==> src/rtl/cpu_io_pkg.sv <==
// Shared constants for the CPU memory-mapped I/O hub.
// Register offsets beyond the output registers are relative to NUM_OUT:
// absolute offset = NUM_OUT + OFF_xxx (see io_off()).
package cpu_io_pkg;

  localparam int unsigned OFF_RXDATA = 0;
  localparam int unsigned OFF_STATUS = 1;
  localparam int unsigned OFF_TXDATA = 2;
  localparam int unsigned OFF_PAD    = 3;
  localparam int unsigned OFF_TIMER  = 4;
  localparam int unsigned OFF_CTRL   = 5;

  // STATUS register bit positions
  localparam int unsigned ST_NONEMPTY = 0;
  localparam int unsigned ST_FULL     = 1;
  localparam int unsigned ST_OVF      = 2;
  localparam int unsigned ST_TXBUSY   = 3;
  localparam int unsigned ST_CNT_LSB  = 4;
  localparam int unsigned ST_CNT_W    = 4;

  // CTRL register bit positions
  localparam int unsigned CTRL_IRQ_EN  = 0;
  localparam int unsigned CTRL_OVF_CLR = 1;

  function automatic int unsigned io_off(int unsigned num_out, int unsigned rel);
    return num_out + rel;
  endfunction

endpackage

==> src/rtl/io_rx_fifo.sv <==
// Serial receive FIFO.
// Ports: clk_i/rst_ni (sync active-low), push/din enqueue, pop dequeues,
// dout shows the head word, count/full/empty report occupancy,
// ovf_pulse is high for a push that had to be dropped.
// A push while full is accepted when a pop happens in the same cycle.
module io_rx_fifo
  import cpu_io_pkg::*;
#(
  parameter int unsigned DATA_W = 16,
  parameter int unsigned DEPTH  = 8
) (
  input  logic                     clk_i,
  input  logic                     rst_ni,
  input  logic                     push,
  input  logic                     pop,
  input  logic [DATA_W-1:0]        din,
  output logic [DATA_W-1:0]        dout,
  output logic [$clog2(DEPTH):0]   count,
  output logic                     full,
  output logic                     empty,
  output logic                     ovf_pulse
);

  localparam int unsigned AW = $clog2(DEPTH);
  localparam int unsigned CW = AW + 1;

  logic [DATA_W-1:0] mem_q [DEPTH];
  logic [AW-1:0]     wr_ptr_q, rd_ptr_q;
  logic [CW-1:0]     count_q;
  logic              do_push, do_pop;

  assign empty     = (count_q == '0);
  assign full      = (count_q == CW'(DEPTH));
  assign count     = count_q;
  assign dout      = mem_q[rd_ptr_q];
  assign do_pop    = pop && !empty;
  assign do_push   = push && (!full || do_pop);
  assign ovf_pulse = push && full && !do_pop;

  always_ff @(posedge clk_i) begin
    if (!rst_ni) begin
      wr_ptr_q <= '0;
      rd_ptr_q <= '0;
      count_q  <= '0;
    end else begin
      if (do_push) begin
        mem_q[wr_ptr_q] <= din;
        wr_ptr_q        <= wr_ptr_q + AW'(1);
      end
      if (do_pop) rd_ptr_q <= rd_ptr_q + AW'(1);
      count_q <= count_q + CW'(do_push) - CW'(do_pop);
    end
  end

endmodule

==> src/rtl/cpu_io_hub.sv <==
// Memory-mapped I/O hub on the CPU address/data bus.
// Ports: Clock/Reset (sync active-low); Cpu_Addr/Cpu_Write/Cpu_Read/
// Cpu_WData bus inputs, Cpu_RData registered read data, Io_Sel window hit;
// Out_Regs packed general output registers; SerialValid/SerialRead receive
// side; SerialWrite/SerialData/SerialReady transmit handshake; GamePad
// buttons; Irq registered interrupt (irq_en & rx not empty).
module cpu_io_hub
  import cpu_io_pkg::*;
#(
  parameter int unsigned         DATA_W    = 16,
  parameter int unsigned         ADDR_W    = 16,
  parameter logic [ADDR_W-1:0]   IO_BASE   = 16'hFF00,
  parameter int unsigned         NUM_OUT   = 2,
  parameter int unsigned         RX_DEPTH  = 8,
  parameter int unsigned         TIMER_DIV = 50000
) (
  input  logic                      Clock,
  input  logic                      Reset,
  input  logic [ADDR_W-1:0]         Cpu_Addr,
  input  logic                      Cpu_Write,
  input  logic                      Cpu_Read,
  input  logic [DATA_W-1:0]         Cpu_WData,
  output logic [DATA_W-1:0]         Cpu_RData,
  output logic                      Io_Sel,
  output logic [NUM_OUT*DATA_W-1:0] Out_Regs,
  input  logic                      SerialValid,
  input  logic [DATA_W-1:0]         SerialRead,
  output logic                      SerialWrite,
  output logic [DATA_W-1:0]         SerialData,
  input  logic                      SerialReady,
  input  logic [7:0]                GamePad,
  output logic                      Irq
);

  localparam int unsigned CW = $clog2(RX_DEPTH) + 1;
  localparam int unsigned PW = (TIMER_DIV > 1) ? $clog2(TIMER_DIV) : 1;

  localparam logic [ADDR_W-1:0] A_RX    = ADDR_W'(io_off(NUM_OUT, OFF_RXDATA));
  localparam logic [ADDR_W-1:0] A_ST    = ADDR_W'(io_off(NUM_OUT, OFF_STATUS));
  localparam logic [ADDR_W-1:0] A_TX    = ADDR_W'(io_off(NUM_OUT, OFF_TXDATA));
  localparam logic [ADDR_W-1:0] A_PAD   = ADDR_W'(io_off(NUM_OUT, OFF_PAD));
  localparam logic [ADDR_W-1:0] A_TIMER = ADDR_W'(io_off(NUM_OUT, OFF_TIMER));
  localparam logic [ADDR_W-1:0] A_CTRL  = ADDR_W'(io_off(NUM_OUT, OFF_CTRL));

  logic [DATA_W-1:0] out_q [NUM_OUT];
  logic [DATA_W-1:0] rdata_q, rdata_d;
  logic [DATA_W-1:0] tx_data_q, tx_data_d;
  logic              tx_req_q, tx_req_d;
  logic [DATA_W-1:0] timer_q, timer_d;
  logic [PW-1:0]     presc_q, presc_d;
  logic              ovf_q, ovf_d;
  logic              irq_en_q, irq_en_d;
  logic              irq_q, irq_d;

  logic [ADDR_W-1:0] off;
  logic              in_win, wr_en, rd_en;
  logic              rx_pop, rx_full, rx_empty, rx_ovf;
  logic [DATA_W-1:0] rx_dout;
  logic [CW-1:0]     rx_count, cnt_next;
  logic              push_acc;
  logic [DATA_W-1:0] status;

  assign off    = Cpu_Addr - IO_BASE;
  assign in_win = (Cpu_Addr >= IO_BASE) && (off <= A_CTRL);
  assign Io_Sel = in_win;
  assign wr_en  = Cpu_Write && in_win;
  assign rd_en  = Cpu_Read && !Cpu_Write && in_win;
  assign rx_pop = rd_en && (off == A_RX) && !rx_empty;

  io_rx_fifo #(
    .DATA_W (DATA_W),
    .DEPTH  (RX_DEPTH)
  ) u_rx_fifo (
    .clk_i     (Clock),
    .rst_ni    (Reset),
    .push      (SerialValid),
    .pop       (rx_pop),
    .din       (SerialRead),
    .dout      (rx_dout),
    .count     (rx_count),
    .full      (rx_full),
    .empty     (rx_empty),
    .ovf_pulse (rx_ovf)
  );

  // Irq is registered from next-state occupancy, so mirror the FIFO's
  // accept rule here to know whether it will be non-empty after this edge.
  assign push_acc = SerialValid && (!rx_full || rx_pop);
  assign cnt_next = rx_count + CW'(push_acc) - CW'(rx_pop);

  always_comb begin
    status                            = '0;
    status[ST_NONEMPTY]               = !rx_empty;
    status[ST_FULL]                   = rx_full;
    status[ST_OVF]                    = ovf_q;
    status[ST_TXBUSY]                 = tx_req_q;
    status[ST_CNT_LSB +: ST_CNT_W]    = (int'(rx_count) > 15) ? 4'hF : 4'(rx_count);
  end

  always_comb begin
    rdata_d = rdata_q;
    if (rd_en) begin
      rdata_d = '0;
      for (int unsigned k = 0; k < NUM_OUT; k++)
        if (off == ADDR_W'(k)) rdata_d = out_q[k];
      if (off == A_RX && !rx_empty) rdata_d = rx_dout;
      if (off == A_ST)              rdata_d = status;
      if (off == A_PAD)             rdata_d = DATA_W'(GamePad);
      if (off == A_TIMER)           rdata_d = timer_q;
      if (off == A_CTRL)            rdata_d = DATA_W'(irq_en_q);
    end
  end

  always_comb begin
    ovf_d = ovf_q;
    if (wr_en && off == A_CTRL && Cpu_WData[CTRL_OVF_CLR]) ovf_d = 1'b0;
    if (rx_ovf) ovf_d = 1'b1;

    irq_en_d = irq_en_q;
    if (wr_en && off == A_CTRL) irq_en_d = Cpu_WData[CTRL_IRQ_EN];
    irq_d = irq_en_d && (cnt_next != '0);

    tx_req_d  = tx_req_q;
    tx_data_d = tx_data_q;
    if (wr_en && off == A_TX && !tx_req_q) begin
      tx_req_d  = 1'b1;
      tx_data_d = Cpu_WData;
    end else if (tx_req_q && SerialReady) begin
      tx_req_d = 1'b0;
    end

    timer_d = timer_q;
    presc_d = presc_q + PW'(1);
    if (wr_en && off == A_TIMER) begin
      timer_d = Cpu_WData;
      presc_d = '0;
    end else if (presc_q == PW'(TIMER_DIV - 1)) begin
      timer_d = timer_q + DATA_W'(1);
      presc_d = '0;
    end
  end

  always_ff @(posedge Clock) begin
    if (!Reset) begin
      for (int unsigned k = 0; k < NUM_OUT; k++) out_q[k] <= '0;
      rdata_q   <= '0;
      tx_data_q <= '0;
      tx_req_q  <= 1'b0;
      timer_q   <= '0;
      presc_q   <= '0;
      ovf_q     <= 1'b0;
      irq_en_q  <= 1'b0;
      irq_q     <= 1'b0;
    end else begin
      for (int unsigned k = 0; k < NUM_OUT; k++)
        if (wr_en && off == ADDR_W'(k)) out_q[k] <= Cpu_WData;
      rdata_q   <= rdata_d;
      tx_data_q <= tx_data_d;
      tx_req_q  <= tx_req_d;
      timer_q   <= timer_d;
      presc_q   <= presc_d;
      ovf_q     <= ovf_d;
      irq_en_q  <= irq_en_d;
      irq_q     <= irq_d;
    end
  end

  always_comb begin
    Out_Regs = '0;
    for (int unsigned k = 0; k < NUM_OUT; k++)
      Out_Regs[k*DATA_W +: DATA_W] = out_q[k];
  end

  assign Cpu_RData   = rdata_q;
  assign SerialWrite = tx_req_q;
  assign SerialData  = tx_data_q;
  assign Irq         = irq_q;

endmodule
==> config.mk <==
export PLATFORM = sky130hd
export DESIGN_NAME = cpu_io_hub
export DESIGN_NICKNAME = d
export VERILOG_FILES = /design/src/rtl/cpu_io_pkg.sv /design/src/rtl/io_rx_fifo.sv /design/src/rtl/cpu_io_hub.sv
export SDC_FILE = /design/constraint.sdc
export NUM_CORES = 1
export LEC_CHECK = 0
export BUFFER_PORTS_ARGS = -buffer_cell sky130_fd_sc_hd__clkbuf_2
export CORE_MARGIN = 1
export CORE_UTILIZATION = 40
export CTS_CLUSTER_SIZE = 24
export DETAILED_ROUTE_END_ITERATION = 7
export HOLD_SLACK_MARGIN = 0.03
export PLACE_DENSITY = 0.63
export SLEW_MARGIN = 20
export SYNTH_ARGS = -nofsm -noshare
export SYNTH_HDL_FRONTEND = slang
export SYNTH_SLANG_ARGS = --single-unit
==> constraint.sdc <==
create_clock -name Clock -period 5.05 [get_ports Clock]
set_input_delay 1.01 -clock Clock [delete_from_list [all_inputs] [get_ports Clock]]
set_output_delay 1.01 -clock Clock [all_outputs]
set_load 0.005 [all_outputs]
==> results of run 1 <==
==> layout make-up <==
cell class | count | share of cell area
Inverter | 13 | 0.00402
Sequential cell | 241 | 0.529
Multi-Input combinational cell | 458 | 0.303
Timing Repair Buffer | 148 | 0.0651
Clock inverter | 14 | 0.0100
Clock buffer | 31 | 0.0542
Tap cell | 330 | 0.0340
==> power by group through the flow <==
stage | combinational, mW | clock (mW) | sequential, mW
floorplan | 0.189 | 0 | 2.23
global placement | 0.311 | 0 | 2.24
detailed placement | 0.315 | 0 | 2.24
CTS | 0.316 | 1.79 | 2.20
global route | 0.345 | 1.88 | 2.20
finish | 0.314 | 1.76 | 2.20
==> placed cells by master (no fill, tap or decap), drive strengths merged, types with 18 or more instances in the layout <==
| cell type | netlist | final |
|---|---|---|
| edfxtp | 160 | 160 |
| clkbuf | 31 | 159 |
| dfxtp | 81 | 81 |
| o21ai | 44 | 44 |
| mux2i | 36 | 36 |
| mux4 | 32 | 32 |
| nand2 | 32 | 32 |
| nor2 | 29 | 29 |
| and2 | 27 | 27 |
| nor3 | 27 | 27 |
| a21oi | 23 | 23 |
| nor2b | 22 | 22 |
| buf | 9 | 20 |
| xor2 | 18 | 18 |
==> path summary, 6_finish.rpt <==
| check | start | to | depth (start not counted) |
|---|---|---|---|
| setup / recovery | Cpu_Addr[5] | Io_Sel | 6 |
| hold / removal | presc_q[0] | presc_q[0] | 1 |
| setup reg to reg | u_rx_fifo.count[2] | Irq | 15 |
| hold reg to reg | presc_q[0] | presc_q[0] | 1 |
==> worst register-to-register path: stages, from the launching register on <==
cell and delay, ns:
dfxtp_1 0.34, inv_1 0.12, ha_1 0.14, or3b_2 0.49, nand4b_1 0.13, buf_4 0.25
or3_1 0.27, inv_1 0.07, ha_1 0.26, inv_1 0.08, ha_1 0.16, inv_1 0.05
fa_1 0.37, xnor2_1 0.13, nor4b_1 0.26, nor3b_1 0.08
==> metal layers <==
| metal | GRT usage | vias to the layer above |
|---|---|---|
| met5 | 0 | - |
| met4 | 0.0450 | 0 |
| met3 | 0.0306 | 40 |
| met2 | 0.315 | 251 |
| met1 | 0.269 | 3303 |
| li1 | - | 3140 |
==> per-stage QoR <==
step | power, mW | utilization | cells | cell area, sq um | hold slack, ns
after floorplan | 2.41 | - | 752 | 10300 | 0.430
after global placement | 2.55 | 0.451 | 1190 | 11400 | 0.443
after detailed placement | 2.55 | 0.451 | 1190 | 11400 | 0.451
after CTS | 4.30 | 0.482 | 1235 | 12100 | 0.466
after global routing | 4.42 | 0.482 | 1235 | 12100 | 0.483
final | 4.27 | 0.482 | 1235 | 12100 | 0.463
==> cell families after synthesis <==
family	count (synthesis)	synth area share
AO/OA/AOI/OAI	109	0.0686
XOR/XNOR	35	0.0298
adder cells (fa/ha/maj)	13	0.0173
buffers and inverters	53	0.0211
flip-flops	241	0.625
multiplexers	78	0.116
AND/OR/NAND/NOR	223	0.122
==> sequential cells by signal, indices dropped and copies added (netlist names), 3 cells and up, named ones only <==
| name | flops |
|---|---|
| out_q | 32 |
| u_rx_fifo.wr_ptr_q | 3 |
| u_rx_fifo.count | 4 |
| timer_q | 16 |
| u_rx_fifo.rd_ptr_q | 3 |
| SerialData | 16 |
| u_rx_fifo.mem_q | 128 |
| presc_q | 16 |
| Cpu_RData | 16 |
==> flow_summary.toml, run 1 <==
[global_route]
grt_max_degree = 42
grt_pass1_vias = 6615
grt_antenna_before_repair = 0
grt_pass1_wl_microns = 38500
grt_usage = 0.193
gr-total-overflow = 0

[cells_and_area]
drive_gt1_frac = 0.265
nets = 962
seq_area_sq_um = 6430
fillers = 2254
areaGrowthSynthToFinish_pct = 18.1
multi_input_comb_area_sq_um = 3680
n_antenna_cell = 0

[floorplanning]
die-height_microns = 162
initial_utilization = 0.408
rows = 58
core_area_sq_um = 25200
die_x_microns = 162
ios = 129
die-area_sq_um = 26300

[synth]
syn_area_sq_um = 10300
synth_cell_type_count = 57
syn_inst = 752
async_reset_ff_frac = 0
yosysMostFrequentCell = "edfxtp_1"
yosys-top-cells-area = "edfxtp_1 47%, dfxtp_1 16%, mux4_2 7.0%"
ys_ff_latch = 241
synth_common_cells = "160 x edfxtp_1, 81 x dfxtp_1, 44 x o21ai_0"
yosys.area.top_type = "edfxtp_1"
syn-num-nets = 827
synth_edf_count = 160
seq_area_frac_synth = 0.625
synth_top_area_share = 0.467
ys.flop_type = "edfxtp_1"
syn_avg_cell_area_sq_um = 13.7
ys_warn_count = 0

[worst_setup_path]
crit_buf_inv = 3
cpMaxStageDelayCell = "or4_1"
critical_path.max_stage_delay_ns = 0.69
cp_max_fo = 24
start_kind = "input port"
r2r_slack_ns = 1.73
crit_top_cell = "clkbuf_2"
arrival_ns = 2.84
worstPathRequired_ns = 4.04
endpoint_kind = "primary output"
path_cells = "clkbuf_2 -> or4_1 -> or3_1 -> buf_4 -> nor2_1 -> clkbuf_2"
critical_path_class = "input port to primary output"
worst_path_dominant_cell_family = "simple AND/OR/NAND/NOR gates"

[routing]
topRoutingLayerUsed = "met4"
vias_per_cell = 5.45
wl_met2_microns = 11900
wl_met1_microns = 11200
met3_length_microns = 1640
finalWirelength_microns = 25200
wl_per_cell_microns = 20.4
drtIter0Drc = 449
via_count = 6734
firstDrtPassIters = 5
drc = 0
drtAntennaViolNets = 0

[cts]
cts_resized = 0
cts.sinks = 241
numCtsBuffers = 25
cts_max_level = 1
cts_hold_buf = 0
postCtsSetupBuffers = 0
clock_path_buffers = 3
clk_latency_ns = 0.52
cts_tree = "built"
cts_root_buffer = "clkbuf_16"
cts.reportedPaths.clkPinSlew_ns = 0.06

[power_and_ir_drop]
combPwrFrac = 0.073
seqPwrFrac = 0.514
ir_drop_mv = 0.263
switching_share = 0.224
power_leakage_nw = 4.30
power.share.clock = 0.412
p_int_mw = 3.32
power_density_nw_per_um2 = 352
switchingPower_mw = 0.955

[placement]
hpwl_microns = 17000
place.gp.congestion = 0.835
place_ws_ns = 0.741
portBuffers = 128

[timing]
setup_viol = 0
post-route-period-util = 0.763
tightest_slew_ns = 1.13
max-slew-margin-rel = 0.247
fin_worst_skew_ns = 0.0101
final.min_clock_period_ns = 3.85
hold_viol = 0
slew_viol_final = 0
worst_slack_ns = 1.20
rsz0062_at_grt = "false"
setup_tns_ns = 0
fmax_mhz = 260

[status]
outcome = "finished, final reports clean"

[job]
maxCapViolCount = 0

[hold_path]
holdCritPathClass = "flip-flop to flip-flop"
No activity file was read; power rests on OpenSTA's default activity.
==> run 2, diff against run 1 <==
- PLACE_DENSITY: 0.63 -> 0.65
- clock period: 5.05 -> 3.4 ns (I/O delays scaled with it)
==> flow_summary.toml, run 2 (synthesis results as in run 1) <==
[cells_and_area]
layout_common_cells = "160 x edfxtp_1, 128 x clkbuf_2, 80 x dfxtp_1, 43 x o21ai_0, 39 x buf_4"
fillers = 2185
drive_gt1_frac = 0.302
reg_top3 = "u_rx_fifo.mem_q x128, out_q x32"
largest_register_ff_count = 128
top_register = "u_rx_fifo.mem_q"
areaGrowthSynthToFinish_pct = 22.0
n_antenna_cell = 0
finalInstanceArea_sq_um = 12500
final_common_cell = "edfxtp_1"
nets = 988

[global_route]
grt_max_degree = 31
use_met2 = 0.312
gr-total-overflow = 0
use_met3 = 0.0271
grt_pass1_wl_microns = 38500
grt_antenna_before_repair = 0
gr-max-usage-layer = "met2"
grt_pass1_vias = 6713
grt_usage = 0.193
grt_use_met1 = 0.269

[timing]
fin_worst_skew_ns = 0.0118
rsz0062_at_grt = "false"
hold_viol = 0
hold_slack_ns = 0.430
fmax_mhz = 331
setup_tns_ns = 0
setup_viol = 0
post-route-period-util = 0.888
max-slew-margin-rel = 0.609
final.min_clock_period_ns = 3.02
tightest_slew_ns = 0.582
slew_viol_final = 0

[routing]
drc = 0
drtIter0Drc = 434
finalWirelength_microns = 25100
via_count = 6756
wl_per_cell_microns = 19.9
firstDrtPassIters = 5
drtAntennaViolNets = 0
vias_per_cell = 5.35

[floorplanning]
initial_utilization = 0.408
die-area_sq_um = 26300
die_x_microns = 162
die-height_microns = 162
core_area_sq_um = 25200
ios = 129
rows = 58

[cts]
clk_latency_ns = 0.53
cts_hold_buf = 0
cts_max_level = 1
cts.reportedPaths.clkPinSlew_ns = 0.06
postCtsSetupBuffers = 0
cts_root_buffer = "clkbuf_16"
cts_tree = "built"
numCtsBuffers = 25
cts_resized = 0
cts.sinks = 241
clock_path_buffers = 3

[placement]
hpwl_microns = 17900
place.gp.congestion = 0.855
portBuffers = 128
placed_area_sq_um = 11700

[worst_setup_path]
critical_path_class = "input port to primary output"
r2r_slack_ns = 0.38
cp_max_fo = 24
reg2regPathDepth = 14
rr_startpoint = "u_rx_fifo.count[2]"
reg2reg_to = "Irq"
endpoint_kind = "primary output"
arrival_ns = 2.34
worstPathRequired_ns = 2.72
start_kind = "input port"

[hold_path]
hp-start = "SerialReady"
whs_path_depth = 3
min_to = "SerialWrite"
holdCritPathClass = "input port to flip-flop"

[status]
outcome = "finished, final reports clean"

[power_and_ir_drop]
ir_drop_mv = 0.469
switching_share = 0.223
power.share.clock = 0.426
p_int_mw = 5.12
total_power_mw = 6.59
power_density_nw_per_um2 = 525
seqPwrFrac = 0.495
switchingPower_mw = 1.47
combPwrFrac = 0.079
power_leakage_nw = 4.48

[job]
maxCapViolCount = 0
==> run 2: cell types whose count changed in the layout (fill, tap and decap cells not counted), sizes merged <==
cell | previous run | this run
clkinv | 10 | 12
clkinvlp | 1 | 0
buf | 20 | 46
clkbuf | 159 | 155
inv | 14 | 16
bufinv | 2 | 4
==> run 2: metrics by stage <==
stage / std cells / utilization / setup WS (ns)
final: 1262 / 0.498 / 0.381
after global routing: 1262 / 0.498 / 0.244
after CTS: 1262 / 0.498 / 0.368
after detailed placement: 1216 / 0.464 / -0.167
after global placement: 1216 / 0.464 / -0.0800
after floorplan: 752 / - / -0.225
==> run 2: layer usage <==
metal | routed length [microns] | vias up
li1 | - | 3196
met1 | 11400 | 3294
met2 | 11600 | 222
met3 | 1380 | 44
met4 | 705 | 0
met5 | 0 | -
==> run 2: worst max-delay path: stages <==
cell and delay (ns):
clkbuf_2 0.08, or4_4 0.53, or3_1 0.35, buf_4 0.24, nor2_1 0.27, clkbuf_2 0.19
==> run 2: layout make-up <==
cell class,count,area (sq um),share of cell area
sequential,241,6430,0.513
multi-input combinational,458,3720,0.297
tap,330,413,0.0329
timing repair buffer,174,1070,0.0856
clock inverter,19,204,0.0163
inverter,13,53.8,0.00429
clock buffer,27,643,0.0513
==> run 2: worst max-delay path by stage <==
| stage | from | cells past startpoint | to |
|---|---|---|---|
| final | Cpu_Addr[6] | 6 | Io_Sel |
| after global routing | u_rx_fifo.count[2] | 14 | Irq |
| after CTS | Cpu_Addr[6] | 13 | Irq |
| after detailed placement | Cpu_Addr[6] | 13 | Irq |
| after global placement | Cpu_Addr[6] | 13 | Irq |
| after floorplan | Cpu_Addr[6] | 15 | Irq |
==> run 2: power by group through the flow <==
stage	registers [mW]	logic [mW]	clock network, mW
2_1_floorplan	3.30	0.302	0
5_1_grt	3.27	0.565	2.97
3_3_place_gp	3.32	0.512	0
6_report	3.26	0.520	2.81
3_5_place_dp	3.32	0.521	0
4_1_cts	3.26	0.524	2.86
